<file path="src/rtl/bus_arbiter.sv">
// Purpose : two-master round-robin arbiter in front of a single 16-bit data bus.
// Latency : one cycle to arbitrate, then the access completes in the first cycle S_Waitreq is low.
// Backpr. : the granted master sees S_Waitreq; the other master is held with Waitreq = 1.
//
// Ports:
//   Clock, Resetn                          clock, asynchronous active-low reset
//   M0_*/M1_* (Read, Write, Addr, WData)   master request strobes, address, write data
//   M0_/M1_ Waitreq, Err                   per-master stall and timeout-abort pulse
//   M_RData                                slave read data broadcast to both masters
//   S_Read, S_Write, S_Addr, S_WData       strobes, address and data towards the data bus
//   S_RData, S_Waitreq                     data bus read data and stall
//
// Build option: define ARB_TIMEOUT_EN to abort a grant after TIMEOUT_CYCLES stalled cycles.
// Without it, no counter is built, M0_Err/M1_Err stay 0 and a grant waits indefinitely.
module bus_arbiter #(
    parameter int TIMEOUT_CYCLES = 16
) (
    input  logic        Clock,
    input  logic        Resetn,
    input  logic        M0_Read,
    input  logic        M0_Write,
    input  logic [15:0] M0_Addr,
    input  logic [15:0] M0_WData,
    output logic        M0_Waitreq,
    output logic        M0_Err,
    input  logic        M1_Read,
    input  logic        M1_Write,
    input  logic [15:0] M1_Addr,
    input  logic [15:0] M1_WData,
    output logic        M1_Waitreq,
    output logic        M1_Err,
    output logic [15:0] M_RData,
    output logic        S_Read,
    output logic        S_Write,
    output logic [15:0] S_Addr,
    output logic [15:0] S_WData,
    input  logic [15:0] S_RData,
    input  logic        S_Waitreq
);

    typedef enum logic [1:0] {
        IDLE = 2'd0,
        GNT0 = 2'd1,
        GNT1 = 2'd2
    } state_t;

    state_t state_q, state_d;
    logic   last_gnt_q, last_gnt_d;

    logic        req0, req1;
    logic        gnt_is1;
    logic        sel_rd, sel_wr, sel_req, oth_req;
    logic [15:0] sel_addr, sel_wdat;
    logic        grant_wait, grant_err;
    logic        timeout_hit;

    assign req0    = M0_Read | M0_Write;
    assign req1    = M1_Read | M1_Write;
    assign M_RData = S_RData;

    // Signals of whichever master currently owns the bus.
    assign gnt_is1  = (state_q == GNT1);
    assign sel_rd   = gnt_is1 ? M1_Read  : M0_Read;
    assign sel_wr   = gnt_is1 ? M1_Write : M0_Write;
    assign sel_req  = gnt_is1 ? req1     : req0;
    assign oth_req  = gnt_is1 ? req0     : req1;
    assign sel_addr = gnt_is1 ? M1_Addr  : M0_Addr;
    assign sel_wdat = gnt_is1 ? M1_WData : M0_WData;

`ifdef ARB_TIMEOUT_EN
    localparam int CW = $clog2(TIMEOUT_CYCLES + 1);

    logic [CW-1:0] cnt_q, cnt_d;

    // The counter restarts whenever the state moves; while a grant holds,
    // every cycle is necessarily a stalled one (completion or drop leaves GNTn).
    always_comb begin
        cnt_d = '0;
        if ((state_q != IDLE) && (state_d == state_q)) begin
            cnt_d = cnt_q + CW'(1);
        end
    end

    always_ff @(posedge Clock or negedge Resetn) begin
        if (!Resetn) begin
            cnt_q <= '0;
        end else begin
            cnt_q <= cnt_d;
        end
    end

    assign timeout_hit = (state_q != IDLE) && S_Waitreq &&
                         (cnt_q == CW'(TIMEOUT_CYCLES - 1));
`else
    assign timeout_hit = 1'b0;

    // Parameter only shapes the timeout counter; keep it referenced here.
    if (TIMEOUT_CYCLES < 1) begin : g_no_timeout_param
    end
`endif

    always_comb begin
        state_d    = state_q;
        last_gnt_d = last_gnt_q;
        S_Read     = 1'b0;
        S_Write    = 1'b0;
        S_Addr     = 16'h0000;
        S_WData    = 16'h0000;
        M0_Waitreq = 1'b1;
        M1_Waitreq = 1'b1;
        M0_Err     = 1'b0;
        M1_Err     = 1'b0;
        grant_wait = 1'b1;
        grant_err  = 1'b0;

        case (state_q)
            IDLE: begin
                // On a tie the master that did not finish last wins.
                if (req0 && req1) begin
                    state_d = last_gnt_q ? GNT0 : GNT1;
                end else if (req0) begin
                    state_d = GNT0;
                end else if (req1) begin
                    state_d = GNT1;
                end
            end

            GNT0, GNT1: begin
                S_Addr     = sel_addr;
                S_WData    = sel_wdat;
                S_Write    = sel_wr;
                S_Read     = sel_rd & ~sel_wr;   // a write wins over a simultaneous read
                grant_wait = S_Waitreq;

                if (!sel_req) begin
                    state_d = IDLE;
                end else if (!S_Waitreq || timeout_hit) begin
                    if (timeout_hit) begin
                        // Abort: release the master with an error, no bus strobe.
                        grant_wait = 1'b0;
                        grant_err  = 1'b1;
                        S_Read     = 1'b0;
                        S_Write    = 1'b0;
                    end
                    last_gnt_d = gnt_is1;
                    if (oth_req) begin
                        state_d = gnt_is1 ? GNT0 : GNT1;
                    end else begin
                        state_d = IDLE;
                    end
                end

                if (gnt_is1) begin
                    M1_Waitreq = grant_wait;
                    M1_Err     = grant_err;
                end else begin
                    M0_Waitreq = grant_wait;
                    M0_Err     = grant_err;
                end
            end

            default: begin
                state_d = IDLE;
            end
        endcase
    end

    always_ff @(posedge Clock or negedge Resetn) begin
        if (!Resetn) begin
            state_q    <= IDLE;
            last_gnt_q <= 1'b1;
        end else begin
            state_q    <= state_d;
            last_gnt_q <= last_gnt_d;
        end
    end

endmodule
</file>
<file path="config.mk">
export PLATFORM = sky130hd
export DESIGN_NAME = bus_arbiter
export DESIGN_NICKNAME = d
export VERILOG_FILES = /design/src/rtl/bus_arbiter.sv
export SDC_FILE = /design/constraint.sdc
export NUM_CORES = 1
export LEC_CHECK = 0
export BUFFER_PORTS_ARGS = -buffer_cell sky130_fd_sc_hd__buf_2
export CAP_MARGIN = 0
export CORE_MARGIN = 1
export CORE_UTILIZATION = 32
export CTS_CLUSTER_DIAMETER = 40
export DETAILED_ROUTE_END_ITERATION = 10
export PLACE_DENSITY = 0.91
export SYNTH_ARGS = -nofsm -noshare
export SYNTH_HDL_FRONTEND = slang
export SYNTH_SLANG_ARGS = --single-unit
</file>
<file path="constraint.sdc">
create_clock -name Clock -period 4.55 [get_ports Clock]
set_clock_uncertainty 0.1 [all_clocks]
set_input_delay 0.91 -clock Clock [delete_from_list [all_inputs] [get_ports Clock]]
set_output_delay 0.91 -clock Clock [all_outputs]
set_load 0.05 [all_outputs]
</file>
# Word-level counts from Yosys, hierarchy flattened
# Index checks and enable logic that the tools add are counted.
op_classes:
  addsub: 0
  mul: 0
  n_div: 0
  order_cmp: 0
  eq_ne: 4
  n_shift: 0
  mux: 25
  n_bitwise: 5
  reduce_logical: 5
ops:
  columns: ["operator", "count"]
  rows:
  - ["16-bit 2-to-1 mux", 4]
  - ["2-bit 2-to-1 mux", 8]
  - ["1-bit 2-to-1 mux", 12]
  - ["4-bit inequality test, second input constant", 1]
  - ["2-bit one-hot mux with 2 select lines", 1]
  - ["3-bit inequality test, second input constant", 1]
  - ["3-bit AND reduction", 1]
  - ["2-bit by 1-bit equality test with 1-bit output, second input constant", 1]
  - ["2-bit equality test, second input constant", 1]
  - ["2-bit zero test", 1]
  - ["1-bit inverter", 2]
  - ["1-bit OR", 2]
  - ["2-bit AND reduction", 1]
  - ["2-bit OR reduction", 1]
  - ["1-bit bitwise AND", 1]
  - ["1-bit logical AND", 1]
totals:
  register_bits: 3
  latch_bits: 0
  ram_bits: 0
  romBits: 0
  inputBits: 87
  output_inout_bits: 54
  elab_cells: 41
  n_memories: 0

# Logic depth before layout (Yosys ltp)
depth:
  ltp_word: 6
  depth_mapped: 6
  mapped_depth_nobuf: 6

# Worst setup path after synthesis
# No wires, ideal clock.
synth_path:
  path_kind: "register -> output"
  start: "reg state_q[0]"
  end: "out S_Read"
  arrival_ps: 1877
  t_required_ps: 3540
  slack_ps: 1663
  path_stages_with_launch: 7
  path_buffers: 2
  path_cell_list: "dfrtp_1 inv_1 ha_1 buf_2 buf_2 a32oi_1 nor2_1"
synth_via:
  elab_chain_len: 5
  elab_cells_between_ends: 8
  cone_classes: "eq/ne (2); mux (3); bitwise (2); reduce/logical (1)"
synth_rtl:
  columns: ["element", "line", "text"]
  rows:
  - ["start, declared", "47", "state_t state_q, state_d;"]
  - ["start signal, assigned", "173", "state_q <= state_d;"]
  - ["2-bit equality test *", "62", "assign gnt_is1 = (state_q == GNT1);"]
  - ["net gnt_is1", "51", "logic gnt_is1;"]
  - ["1-bit 2-to-1 mux", "64", "assign sel_wr = gnt_is1 ? M1_Write : M0_Write;"]
  - ["1-bit inverter", "132", "S_Read = sel_rd & ~sel_wr;"]
  - ["1-bit bitwise AND", "132", null]
  - ["1-bit 2-to-1 mux *", "116", "case (state_q)"]
  - ["end, declared", "33", "output logic S_Read,"]
# Mark *: on every way through the listed nets, which the timed path passes. The rest lies on a longest branch.

# Worst setup path after layout
layout_path:
  start: "reg state_q[0]"
  end: "out S_WData[14]"
layout_via:
  elab_chain_len: 3
  elab_cells_between_ends: 5
  cone_classes: "eq/ne (2); mux (2); reduce/logical (1)"
layout_rtl:
  columns: ["element", "line", "text"]
  rows:
  - ["2-bit equality test *", "62", null]
  - ["net gnt_is1", "51", null]
  - ["16-bit 2-to-1 mux or 2-bit OR reduction (tied branches)", "68, 116", null]
  - ["16-bit 2-to-1 mux *", "116", null]
  - ["end, declared", "36", "output logic [15:0] S_WData,"]
# Marks and branches as above.

==> flow_metrics.env <==
export IMPL_status="finished, final reports clean"
export IMPL_synth_edf_count=0
export IMPL_critical_path_max_fanout=38
export IMPL_p_per_area_nw_per_um2=987
export IMPL_worstHoldPathType="input pin to asynchronous set/reset pin"
export IMPL_period_minus_slack_ns=3.26
export IMPL_worst_pin_slew_ns=1.06
export IMPL_yosysMostFrequentCell="nor2_1"
export IMPL_cp_data_required_time_ns=3.54
export IMPL_worstPathArrival_ns=2.25
export IMPL_syn_to_final_growth_pct=45.6
export IMPL_die_x_um=56.5
export IMPL_synth_top_area_cell="mux2i_1"
export IMPL_grt_overflow=0
export IMPL_initial_core_util_pct=34.1
export IMPL_dp_slack_ns=1.53
export IMPL_setup_slack_ns=1.29
export IMPL_r2r_start="state_q[1]"
export IMPL_finalHoldViolCount=0
export IMPL_clkLatencyLatePin_ns=0.24
export IMPL_drc=0
export IMPL_wl_mm=2.67
export IMPL_vias_per_cell=4.79
export IMPL_wl_met3_um=183
export IMPL_core_area_sq_um=2780
export IMPL_cts_tree="built"
export IMPL_layout_nets=305
export IMPL_io_pins=141
export IMPL_gp_congestion=0.820
export IMPL_synth_area_sq_um=950
export IMPL_r2r_setup_slack_ns=2.57
export IMPL_drv_slew=0
export IMPL_netlist_top_cells_count="nor2_1, mux2i_1, buf_4"
export IMPL_rsz0062_at_grt="no"
export IMPL_antenna_found_initial=0
export IMPL_synthesis_yosys_warnings=0
export IMPL_grt_max_degree=39
export IMPL_grt_total_usage_pct=15.0
export IMPL_antenna_left=0
export IMPL_crit_path_start_kind="register"
export IMPL_setup_tns_ns=0
export IMPL_grt_pass1_vias=978
export IMPL_ir_drop_uv=987
export IMPL_wl_met1_mm=1.05
export IMPL_rr_endpoint="last_gnt_q"
export IMPL_cts_resized=0
export IMPL_final_util_pct=49.7
export IMPL_synth_top_cell_area_share_pct=35.8
export IMPL_synthTopCellsByArea="mux2i_1, buf_4, nor2_1"
export IMPL_top_layer_used="met4"
export IMPL_dr_wl_met2_mm=1.40
export IMPL_setup_viol=0
export IMPL_cellLeakagePower_nw=0.808
export IMPL_max_freq_mhz=307
export IMPL_yosysSeqAreaShare_pct=8.04
export IMPL_numClockSinks=3
export IMPL_ys_flop_type="dfrtp_1"
export IMPL_yosysUniqueCellTypes=30
export IMPL_r2r_cells=5
export IMPL_drive_gt1_share_pct=55.4
export IMPL_power_mw=1.36
export IMPL_holdBufCountCts=0
export IMPL_post_cts_buffers=0
export IMPL_htreeDepth=1
export IMPL_wl_per_cell_um=10.9
export IMPL_synthCells=127
export IMPL_crit_type="register to output port"
export IMPL_async_flop_share_pct=100
export IMPL_rows=19
export IMPL_timing_hold_ws_ns=0.355
export IMPL_die_h_um=56.5
export IMPL_end_kind="output port"
export IMPL_io_buffers=106
export IMPL_fin_crit_sh_pct=71.6
export IMPL_dieArea_sq_um=3190
export IMPL_cts_buffers=3
export IMPL_firstDrtPassIters=2
export IMPL_diodes=0
export IMPL_avgSynthCellArea_sq_um=7.48
export IMPL_drtIter0Drc=20
export IMPL_root_buffer="clkbuf_4"
export IMPL_grt_first_pass_wirelength_mm=3.92
export IMPL_place_area_sq_um=1360
export IMPL_cts_max_path_buffers=2
export IMPL_maxCapViolCount=0
export IMPL_design_area_sq_um=1380
export IMPL_final_cells=244
export IMPL_clk_pin_slew_ns=0.04
export IMPL_slew_headroom_pct=29.4
export IMPL_ys_ff_latch=3
export IMPL_vias=1169
export IMPL_dpl_cell_count=240
export IMPL_dp_hpwl_mm=2.14
registers in the layout, indices dropped and copies added (netlist names):
register    cells
state_q         2
last_gnt_q      1
cells in the final DEF (no fill, tap or decap), drive strengths merged:
master / synthesis / final
buf: 23 / 106
nor2: 37 / 37
mux2i: 34 / 34
inv: 4 / 4
ha: 4 / 4
clkbuf: 2 / 4
o21ai: 2 / 2
nor4: 2 / 2
conb: 1 / 2
dfrtp: 2 / 2
a32oi: 1 / 1
or2b: 1 / 1
or3: 1 / 1
nor3: 1 / 1
a2111oi: 1 / 1
mux2: 1 / 1
o211ai: 1 / 1
a211o: 1 / 1
and3: 1 / 1
nand2: 1 / 1
a211oi: 1 / 1
or2: 1 / 1
o22ai: 1 / 1
o2bb2ai: 1 / 1
a22o: 1 / 1
dfstp: 1 / 1
worst max path at each step:
stage	from	endpoint	depth (start not counted)
floorplan	state_q[0]	S_Read	6
global placement	state_q[0]	S_WData[14]	5
detailed placement	state_q[0]	S_WData[14]	5
CTS	state_q[0]	S_WData[14]	5
global route	state_q[0]	S_Read	6
finish	state_q[0]	S_WData[14]	5
layer usage:
metal	GRT usage [%]	vias up
met5	0	-
met1	15.1	520
met4	4.88	0
met3	3.00	5
met2	29.9	57
li1	-	587
cells by family after synthesis:
logic type / share of synthesized area [%]
simple gates: 21.2
fa+ha+maj: 5.27
other cells: 0.395
compound gates: 8.70
mux: 37.0
buf+inv: 19.4
flops: 8.04
area by class of cell:
cell class	count	area, sq um
tap	31	38.8
timing repair buffer	106	531
sequential	3	76.3
inverter	4	15.0
multi-input combinational	96	696
fill	288	1400
clock buffer	4	26.3
worst max-delay path: stages, from the launching register on:
cell     delay (ns)
dfrtp_1        0.37
inv_1          0.12
ha_2           0.91
mux2i_1        0.20
nor2_1         0.12
buf_2          0.27
power breakdown:
| group | total, mW | leakage (nW) | internal [mW] | switching (mW) |
|---|---|---|---|---|
| registers | 0.0518 | 0.0358 | 0.0418 | 0.00999 |
| logic | 1.26 | 0.757 | 0.328 | 0.936 |
| clock network | 0.0483 | 0.0150 | 0.0329 | 0.0153 |
No activity file was read; power rests on OpenSTA's default activity.
